`config.mk`:
```
export PLATFORM = sky130hd
export DESIGN_NAME = uart_rx_ctrl
export DESIGN_NICKNAME = d
export VERILOG_FILES = /design/src/rtl/uart_rx_ctrl.sv
export SDC_FILE = /design/constraint.sdc
export NUM_CORES = 1
export LEC_CHECK = 0
export ABC_AREA = 1
export CORE_MARGIN = 2
export CORE_UTILIZATION = 45
export CTS_CLUSTER_DIAMETER = 30
export CTS_CLUSTER_SIZE = 10
export DETAILED_ROUTE_END_ITERATION = 6
export DONT_BUFFER_PORTS = 1
export GPL_ROUTABILITY_DRIVEN = 1
export SETUP_SLACK_MARGIN = 0.4
export SKIP_CTS_REPAIR_TIMING = 1
export SLEW_MARGIN = 20
export SYNTH_ARGS = -nofsm -noshare
export SYNTH_HDL_FRONTEND = slang
export SYNTH_SLANG_ARGS = --single-unit
export TNS_END_PERCENT = 10
```
`constraint.sdc`:
```
create_clock -name clk -period 6.2 [get_ports clk]
set_clock_uncertainty 0.15 [all_clocks]
set_input_delay 0.93 -clock clk [delete_from_list [all_inputs] [get_ports clk]]
set_output_delay 0.93 -clock clk [all_outputs]
set_load 0.005 [all_outputs]
```
`src/rtl/uart_rx_ctrl.sv`:
```
// uart_rx_ctrl: receive-side controller around a UART receiver FSM.
//
// Purpose:
//   - Synchronises the raw serial pin with two flops.
//   - Generates the 16x oversampling tick from a runtime baud divisor.
//   - Buffers received bytes in a first-word-fall-through FIFO with a host pop handshake.
//   - Flags dropped bytes with a sticky overflow bit.
//   - Pulses idle_timeout once when the line goes quiet while unread data is waiting.
//
// Ports:
//   clk           system clock
//   reset         asynchronous, active-high reset
//   rx_pin        raw asynchronous serial input
//   dvsr          baud divisor; tick period is dvsr+1 clk cycles
//   rx_sync       synchronised rx_pin, to the receiver FSM
//   s_tick        one-cycle oversampling tick, to the receiver FSM
//   rx_done_tick  byte-complete strobe from the receiver FSM
//   rx_data       received byte, valid while rx_done_tick is high
//   rd            host pop request
//   r_data        FIFO head byte, valid while rx_empty is low
//   rx_empty      FIFO empty
//   rx_full       FIFO full
//   count         number of occupied entries, 0..2**ADDR_W
//   overflow      sticky: a byte was dropped because the FIFO was full
//   clr_ovf       clears overflow
//   idle_timeout  one-cycle pulse on line-idle timeout
module uart_rx_ctrl #(
  parameter int unsigned ADDR_W        = 4,
  parameter int unsigned DVSR_W        = 11,
  parameter int unsigned TIMEOUT_TICKS = 640
) (
  input  logic              clk,
  input  logic              reset,
  input  logic              rx_pin,
  input  logic [DVSR_W-1:0] dvsr,
  output logic              rx_sync,
  output logic              s_tick,
  input  logic              rx_done_tick,
  input  logic [7:0]        rx_data,
  input  logic              rd,
  output logic [7:0]        r_data,
  output logic              rx_empty,
  output logic              rx_full,
  output logic [ADDR_W:0]   count,
  output logic              overflow,
  input  logic              clr_ovf,
  output logic              idle_timeout
);

  localparam int unsigned Depth = 2 ** ADDR_W;
  // The counter only ever holds 0..TIMEOUT_TICKS-1; the expiring tick is detected on the last value.
  localparam int unsigned TcntW = (TIMEOUT_TICKS > 1) ? $clog2(TIMEOUT_TICKS) : 1;
  localparam logic [TcntW-1:0] TcntLast = TcntW'(TIMEOUT_TICKS - 1);
  localparam logic [ADDR_W:0] PtrOne = (ADDR_W + 1)'(1);

  // ---------------------------------------------------------------------------------------------
  // Two-flop synchroniser; flops reset to 1 so the receiver sees an idle line.
  // ---------------------------------------------------------------------------------------------
  logic sync1_q, sync2_q;

  always_ff @(posedge clk or posedge reset) begin
    if (reset) begin
      sync1_q <= 1'b1;
      sync2_q <= 1'b1;
    end else begin
      sync1_q <= rx_pin;
      sync2_q <= sync1_q;
    end
  end

  assign rx_sync = sync2_q;

  // ---------------------------------------------------------------------------------------------
  // Baud generator. Using >= for the wrap means a divisor lowered below the current count
  // restarts the period at 0 without emitting a tick for the shortened period.
  // ---------------------------------------------------------------------------------------------
  logic [DVSR_W-1:0] cnt_q, cnt_d;

  assign s_tick = (cnt_q == dvsr);

  always_comb begin
    cnt_d = cnt_q + DVSR_W'(1);
    if (cnt_q >= dvsr) begin
      cnt_d = '0;
    end
  end

  always_ff @(posedge clk or posedge reset) begin
    if (reset) begin
      cnt_q <= '0;
    end else begin
      cnt_q <= cnt_d;
    end
  end

  // ---------------------------------------------------------------------------------------------
  // FWFT FIFO. Pointers carry one extra wrap bit to tell full from empty.
  // ---------------------------------------------------------------------------------------------
  logic [ADDR_W:0] wr_ptr_q, wr_ptr_d;
  logic [ADDR_W:0] rd_ptr_q, rd_ptr_d;
  logic [7:0]      mem_q [Depth];
  logic            empty, full;
  logic            do_rd, do_wr, drop;

  assign empty = (wr_ptr_q == rd_ptr_q);
  assign full  = (wr_ptr_q[ADDR_W] != rd_ptr_q[ADDR_W]) &&
                 (wr_ptr_q[ADDR_W-1:0] == rd_ptr_q[ADDR_W-1:0]);

  // A pop while full frees the slot in the same cycle, so a concurrent byte is still accepted.
  // A pop while empty is ignored even if a byte is being written at the same time.
  assign do_rd = rd & ~empty;
  assign do_wr = rx_done_tick & (~full | do_rd);
  assign drop  = rx_done_tick & ~do_wr;

  always_comb begin
    wr_ptr_d = wr_ptr_q;
    rd_ptr_d = rd_ptr_q;
    if (do_wr) begin
      wr_ptr_d = wr_ptr_q + PtrOne;
    end
    if (do_rd) begin
      rd_ptr_d = rd_ptr_q + PtrOne;
    end
  end

  always_ff @(posedge clk or posedge reset) begin
    if (reset) begin
      wr_ptr_q <= '0;
      rd_ptr_q <= '0;
    end else begin
      wr_ptr_q <= wr_ptr_d;
      rd_ptr_q <= rd_ptr_d;
    end
  end

  // Storage is cleared on reset so r_data reads 0 and no stale byte survives.
  always_ff @(posedge clk or posedge reset) begin
    if (reset) begin
      for (int i = 0; i < Depth; i++) begin
        mem_q[i] <= '0;
      end
    end else if (do_wr) begin
      mem_q[wr_ptr_q[ADDR_W-1:0]] <= rx_data;
    end
  end

  assign r_data   = mem_q[rd_ptr_q[ADDR_W-1:0]];
  assign rx_empty = empty;
  assign rx_full  = full;
  assign count    = wr_ptr_q - rd_ptr_q;

  // ---------------------------------------------------------------------------------------------
  // Sticky overflow; a drop in the same cycle as clr_ovf keeps the flag set.
  // ---------------------------------------------------------------------------------------------
  logic ovf_q, ovf_d;

  always_comb begin
    ovf_d = ovf_q;
    if (drop) begin
      ovf_d = 1'b1;
    end else if (clr_ovf) begin
      ovf_d = 1'b0;
    end
  end

  always_ff @(posedge clk or posedge reset) begin
    if (reset) begin
      ovf_q <= 1'b0;
    end else begin
      ovf_q <= ovf_d;
    end
  end

  assign overflow = ovf_q;

  // ---------------------------------------------------------------------------------------------
  // Idle-line timeout. Armed by any incoming byte (accepted or dropped); fires once when
  // TIMEOUT_TICKS oversampling ticks pass without a new byte while data is still unread.
  // Draining the FIFO disarms it silently.
  // ---------------------------------------------------------------------------------------------
  typedef enum logic [0:0] {
    StDisarmed,
    StArmed
  } to_state_e;

  to_state_e        to_state_q, to_state_d;
  logic [TcntW-1:0] tcnt_q, tcnt_d;

  always_comb begin
    to_state_d   = to_state_q;
    tcnt_d       = tcnt_q;
    idle_timeout = 1'b0;
    unique case (to_state_q)
      StDisarmed: begin
        if (rx_done_tick) begin
          to_state_d = StArmed;
          tcnt_d     = '0;
        end
      end
      StArmed: begin
        if (rx_done_tick) begin
          tcnt_d = '0;
        end else if (empty) begin
          to_state_d = StDisarmed;
          tcnt_d     = '0;
        end else if (s_tick) begin
          if (tcnt_q == TcntLast) begin
            // This tick brings the idle count to TIMEOUT_TICKS.
            idle_timeout = 1'b1;
            to_state_d   = StDisarmed;
            tcnt_d       = '0;
          end else begin
            tcnt_d = tcnt_q + TcntW'(1);
          end
        end
      end
      default: begin
        to_state_d = StDisarmed;
        tcnt_d     = '0;
      end
    endcase
  end

  always_ff @(posedge clk or posedge reset) begin
    if (reset) begin
      to_state_q <= StDisarmed;
      tcnt_q     <= '0;
    end else begin
      to_state_q <= to_state_d;
      tcnt_q     <= tcnt_d;
    end
  end

endmodule
```
==> results of run 1 <==
[per-layer routing]
layer  vias up  GRT usage (%)
met2       116           34.9
li1       3220              -
met5         -              0
met4         0           5.89
met1      3087           29.8
met3        24           6.15
[state kept, by name (all words and copies together), names as in the netlist]
register	flops
mem_q	128
cnt_q	11
tcnt_q	10
rd_ptr_q	5
wr_ptr_q	5
overflow	1
rx_sync	1
sync1_q	1
to_state_q	1
[final cells by class]
class	count	area [um2]	area share [%]
flip-flops and latches	163	4080	46.1
multi-input cells	710	3670	41.5
clock buffers	19	443	5.01
well taps	229	287	3.24
inverters	62	239	2.70
clock inverters	11	105	1.19
repair buffers	3	22.5	0.255
[power by group]
part / leakage (uW) / internal [uW] / switching, uW
clock: 0.000258 / 561 / 445
sequential: 0.00207 / 1530 / 323
combinational: 0.00182 / 622 / 1210
total: 0.00415 / 2710 / 1970
[cell usage in the layout, fill, tap and decap left out, types with 16 or more instances in the layout]
master	count
inv_1	56
o22ai_1	17
dfrtp_1	160
o211ai_1	16
o21ai_1	29
nand3_1	62
clkbuf_16	17
nand2_1	232
o21ai_0	139
ha_1	22
nor2_1	112
[metrics by stage]
step	instances	area (um2)	setup WS, ns
2_1_floorplan	988	8310	0.718
3_3_place_gp	1167	8300	2.68
3_5_place_dp	1167	8300	2.61
4_1_cts	1197	8840	2.28
5_1_grt	1197	8850	2.03
6_report	1197	8850	2.29
[worst max-delay path, cell delays in order, from the launching register on]
cell	delay [ns]
dfrtp_1	0.64
clkinv_1	0.43
ha_1	0.49
nand2_1	0.09
nor2_2	0.13
inv_1	0.08
nor2_1	0.39
nor4_1	0.13
[logic make-up after synthesis]
group | count (synthesis) | share of synthesized area [%]
xor+xnor | 15 | 1.67
buf+inv | 115 | 6.77
compound gates | 225 | 14.8
fa+ha+maj | 23 | 3.55
flops | 163 | 49.1
simple gates | 447 | 24.1
[worst max-delay path by stage]
stage | start | to | slack (ns)
finish | rd_ptr_q[2] | idle_timeout | 2.29
CTS | rd_ptr_q[2] | idle_timeout | 2.28
global placement | rd_ptr_q[2] | mem_q[33] | 2.68
detailed placement | rd_ptr_q[2] | mem_q[32] | 2.61
floorplan | reset | cnt_q[0] | 0.72
global route | rd_ptr_q[2] | idle_timeout | 2.03
[cells in the mapped netlist, drive strengths merged]
library cell,instances,area share [%]
and2,1,0.075
o21bai,2,0.18
o211ai,16,1.4
and3,2,0.15
o21ai,178,11
ha,22,3.3
nor3,10,0.60
buf,30,2.9
clkinv,2,0.090
or2,1,0.075
nand4,17,2.9
dfstp,2,0.63
nand2,235,11
xnor2,4,0.51
o22ai,17,1.3
xor2,11,1.2
dfrtp,161,48
inv,60,2.7
clkbuf,23,1.1
nand3,62,3.7
nor2,117,5.5
a21oi,12,0.72
nor4,2,0.15
fa,1,0.24
==> metrics, run 1 <==
slew margin rel. 27.9%; CP Max Fanout 13; Syn Nets 1036; crit path launch type flip-flop; routed wl met2 9430 um; CTS tree built; Leak 0.00415 uW; H-tree depth 4; max-cap viol count 0; final WL 20300 um; Cell Area, Synth 0.00831 mm2; Reg2Reg Launch Point rd_ptr_q[2]; # clock sinks 163; remaining antenna violation count 0; Syn-to-layout area delta 6.46%; hold wc startpoint sync1_q; Worst EP arrival 2.83 ns; I/O Buffers 0; global route total overflow 0; Final Core Density 49.1%; Tmin final 3.91 ns; fmax 256 MHz; end point of the worst hold path rx_sync; core area 0.0180 mm2; setup_tns 0 ns; wire length of the first global-routing pass 33900 um; tightest hold margin 0.206 ns; HP Class reg2reg; Crit. End Element output port; flops & latches, synth 163; row cnt 49; DRT Pass-1 Iters 5; Vias/cell 5.39; # DRC 0; pin count of the biggest net entering global routing 104; layout net count 1005; Worst IR Drop VDD 0.256 mV; initial drt markers 424; final period utilization 63.0%; clk root buf clkbuf_16; RSZ-0062 raised after global routing false; Global Route Usage Sum 22.0%; Die Y 140 um; Cells after Synth 988; Reg2Reg Setup Slack 2.58 ns; vias 6447; Clock Path Buffers 2; status finished, final reports clean; r2r worst-path depth 12; critical path type reg2out; syn avg cell area 8.41 um2; Hold Vio Cnt, Final 0; share of cells above drive strength 1 7.02%; Reg-to-Reg End mem_q[32]; CTS buffer count 17; Reg clk slew, reported paths 0.07 ns; Power Dens Cells 529 mW/mm2; drt wl/cell 16.9 um; worst-skew pair later-pin latency 0.43 ns; pins over their slew limit 0; fillers 1767; detailed placement HPWL 13600 um; Netlist cell types 37; top sig layer met4; WP data required 5.12 ns; Syn. warnings 0; final setup fails 0; die width 140 um; initial antenna violation count 0; ANT cells 0; Design Power 4680 uW; worst-margin pin slew 1.08 ns; global placement routability congestion 0.802; DIE AREA 0.0196 mm2; worst hold stages 0; IO Count 44; Routed met3 length 1060 um; Starting Density 46.1%; met1 WL 9520 um; vias in the first global route 6394; sequential fraction of the synthesis area 49.1%
Note: power is estimated with default switching activity, not from simulation.
==> inputs of run 2 (changes only) <==
==> constraint.sdc (replaced) <==
create_clock -name clk -period 4 [get_ports clk]
set_clock_uncertainty 0.15 [all_clocks]
set_input_delay 0.6 -clock clk [delete_from_list [all_inputs] [get_ports clk]]
set_output_delay 0.6 -clock clk [all_outputs]
set_load 0.005 [all_outputs]
==> run 2 against run 1 <==
  * Setup slack worse by 1.8 ns
  * Sequential power up 54%
  * Sequential cell count unchanged
  * Clock-buffer cell count up 4
  * Die area is the same
  * Via count rose by 1.3%
  * First-iteration DRC count down 0.71%
  * Clock power is 54% higher
  * Critical path depth did not move
  * Non-clock buffer count rose by 9
  * Largest cell class unchanged
  * Largest power group is now combinational cells
==> metrics, run 2 (synthesis gave the netlist of run 1 again) <==
Starting Density 46.1%; crit path launch type flip-flop; vias 6532; detailed placement HPWL 13900 um; Tmin final 3.47 ns; initial antenna violation count 0; pins over their slew limit 0; setup slack after placement 0.634 ns; Reg with most FFs mem_q; DIE AREA 0.0196 mm2; wire length of the first global-routing pass 34800 um; pin count of the biggest net entering global routing 56; Hold Vio Cnt, Final 0; core area 0.0180 mm2; RSZ-0062 raised after global routing true; placed insts 1173; max FFs per register 128; Worst IR Drop VDD 0.441 mV; Syn-to-layout area delta 7.77%; row cnt 49; die width 140 um; remaining antenna violation count 0; Global Route Usage Sum 22.7%; layout net count 1015; clk root buf clkbuf_16; global placement routability congestion 0.816; Reg clk slew, reported paths 0.06 ns; Reg-to-Reg End mem_q[60]; drt wl/cell 17.3 um; DRT Pass-1 Iters 5; Critical Path End idle_timeout; # clock sinks 163; final period utilization 86.8%; worst-margin pin slew 0.956 ns; I/O Buffers 0; share of cells above drive strength 1 7.65%; Clock Path Buffers 2; highest-count cells in the layout ignoring fill and taps 232 x nand2_1, 160 x dfrtp_1, 139 x o21ai_0; HP Class in2reg; r2r worst-path depth 9; final std cells w/o fill 1209; slew margin rel. 36.0%; CTS tree built; Crit. End Element output port; status finished, final reports clean; top flop regs mem_q: 128 flops, cnt_q: 11 flops, tcnt_q: 10 flops; initial drt markers 421; slowest CP cell dfrtp_1; CP Max Fanout 13; Power Dens Cells 810 mW/mm2; max-cap viol count 0; final WL 20900 um; CTS buffer count 17; worst-skew pair later-pin latency 0.43 ns; H-tree depth 4; Reg2Reg Launch Point rd_ptr_q[2]; ANT cells 0; setup_tns 0 ns; Vias/cell 5.40; Reg2Reg Setup Slack 0.71 ns; Die Y 140 um; WP data required 3.25 ns; global route total overflow 0; # DRC 0; fmax 288 MHz; final setup margin 0.530 ns; vias in the first global route 6508; Leak 0.00421 uW; tightest hold margin 0.126 ns; critical path type reg2out; Critical path origin rd_ptr_q[2]; crit path cell chain clkinv_1 -> ha_1 -> nand2_1 -> nor2_2 -> inv_1 -> nor2_1 -> nor4_1; final setup fails 0; most common cell after layout, fill and taps aside nand2_1; Worst EP arrival 2.72 ns; CP max stage delay 0.58 ns; IO Count 44
==> run 2: changes by cell type in the layout (fill, tap and decap cells not counted), sizes merged <==
cell / change
buf: +7
clkbuf: +4
clkinvlp: +1
dlygate4sd3: +2
inv: -3
nor2: +1
==> run 2: layer usage <==
metal	wire length, um	global-route usage [%]	up-vias
met2	9190	34.5	153
li1	-	-	3234
met1	9950	32.1	3119
met3	1330	5.50	26
met4	384	7.11	0
met5	0	0	-
==> run 2: final cells by class <==
class,count,area (um2)
multi-input combinational,711,3670
inverter,62,236
tap,229,287
sequential,163,4080
clock inverter,9,80.1
fill,1719,9070
clock buffer,23,478
timing repair buffer,12,120
==> run 2: worst max-delay path, delay by kind of cell (launching register included) <==
family	cells	cell delay, ns
buffers and inverters	2	0.46
adder cells (fa/ha/maj)	1	0.46
AND/OR/NAND/NOR	4	0.78
flip-flops	1	0.58
==> run 2: how the worst min path moves through the flow <==
stage | startpoint | to | slack (ns) | cells past startpoint
2_1_floorplan | sync1_q | rx_sync | 0.20 | 0
3_3_place_gp | sync1_q | rx_sync | 0.20 | 0
3_5_place_dp | sync1_q | rx_sync | 0.20 | 0
4_1_cts | rx_pin | sync1_q | 0.002 | 0
5_1_grt | clr_ovf | overflow | 0.12 | 1
6_report | clr_ovf | overflow | 0.13 | 1
==> run 2: per-stage QoR <==
stage,cell area [um2],total power (uW),util [%]
2_1_floorplan,8320,4970,-
3_3_place_gp,8350,5660,46.3
3_5_place_dp,8350,5710,46.3
4_1_cts,8910,7290,49.4
5_1_grt,8960,7940,49.7
6_report,8960,7260,49.7
==> run 2: power breakdown <==
group	switching (uW)	total, uW	internal, uW
clock	655	1560	901
sequential	477	2840	2370
combinational	1880	2860	983
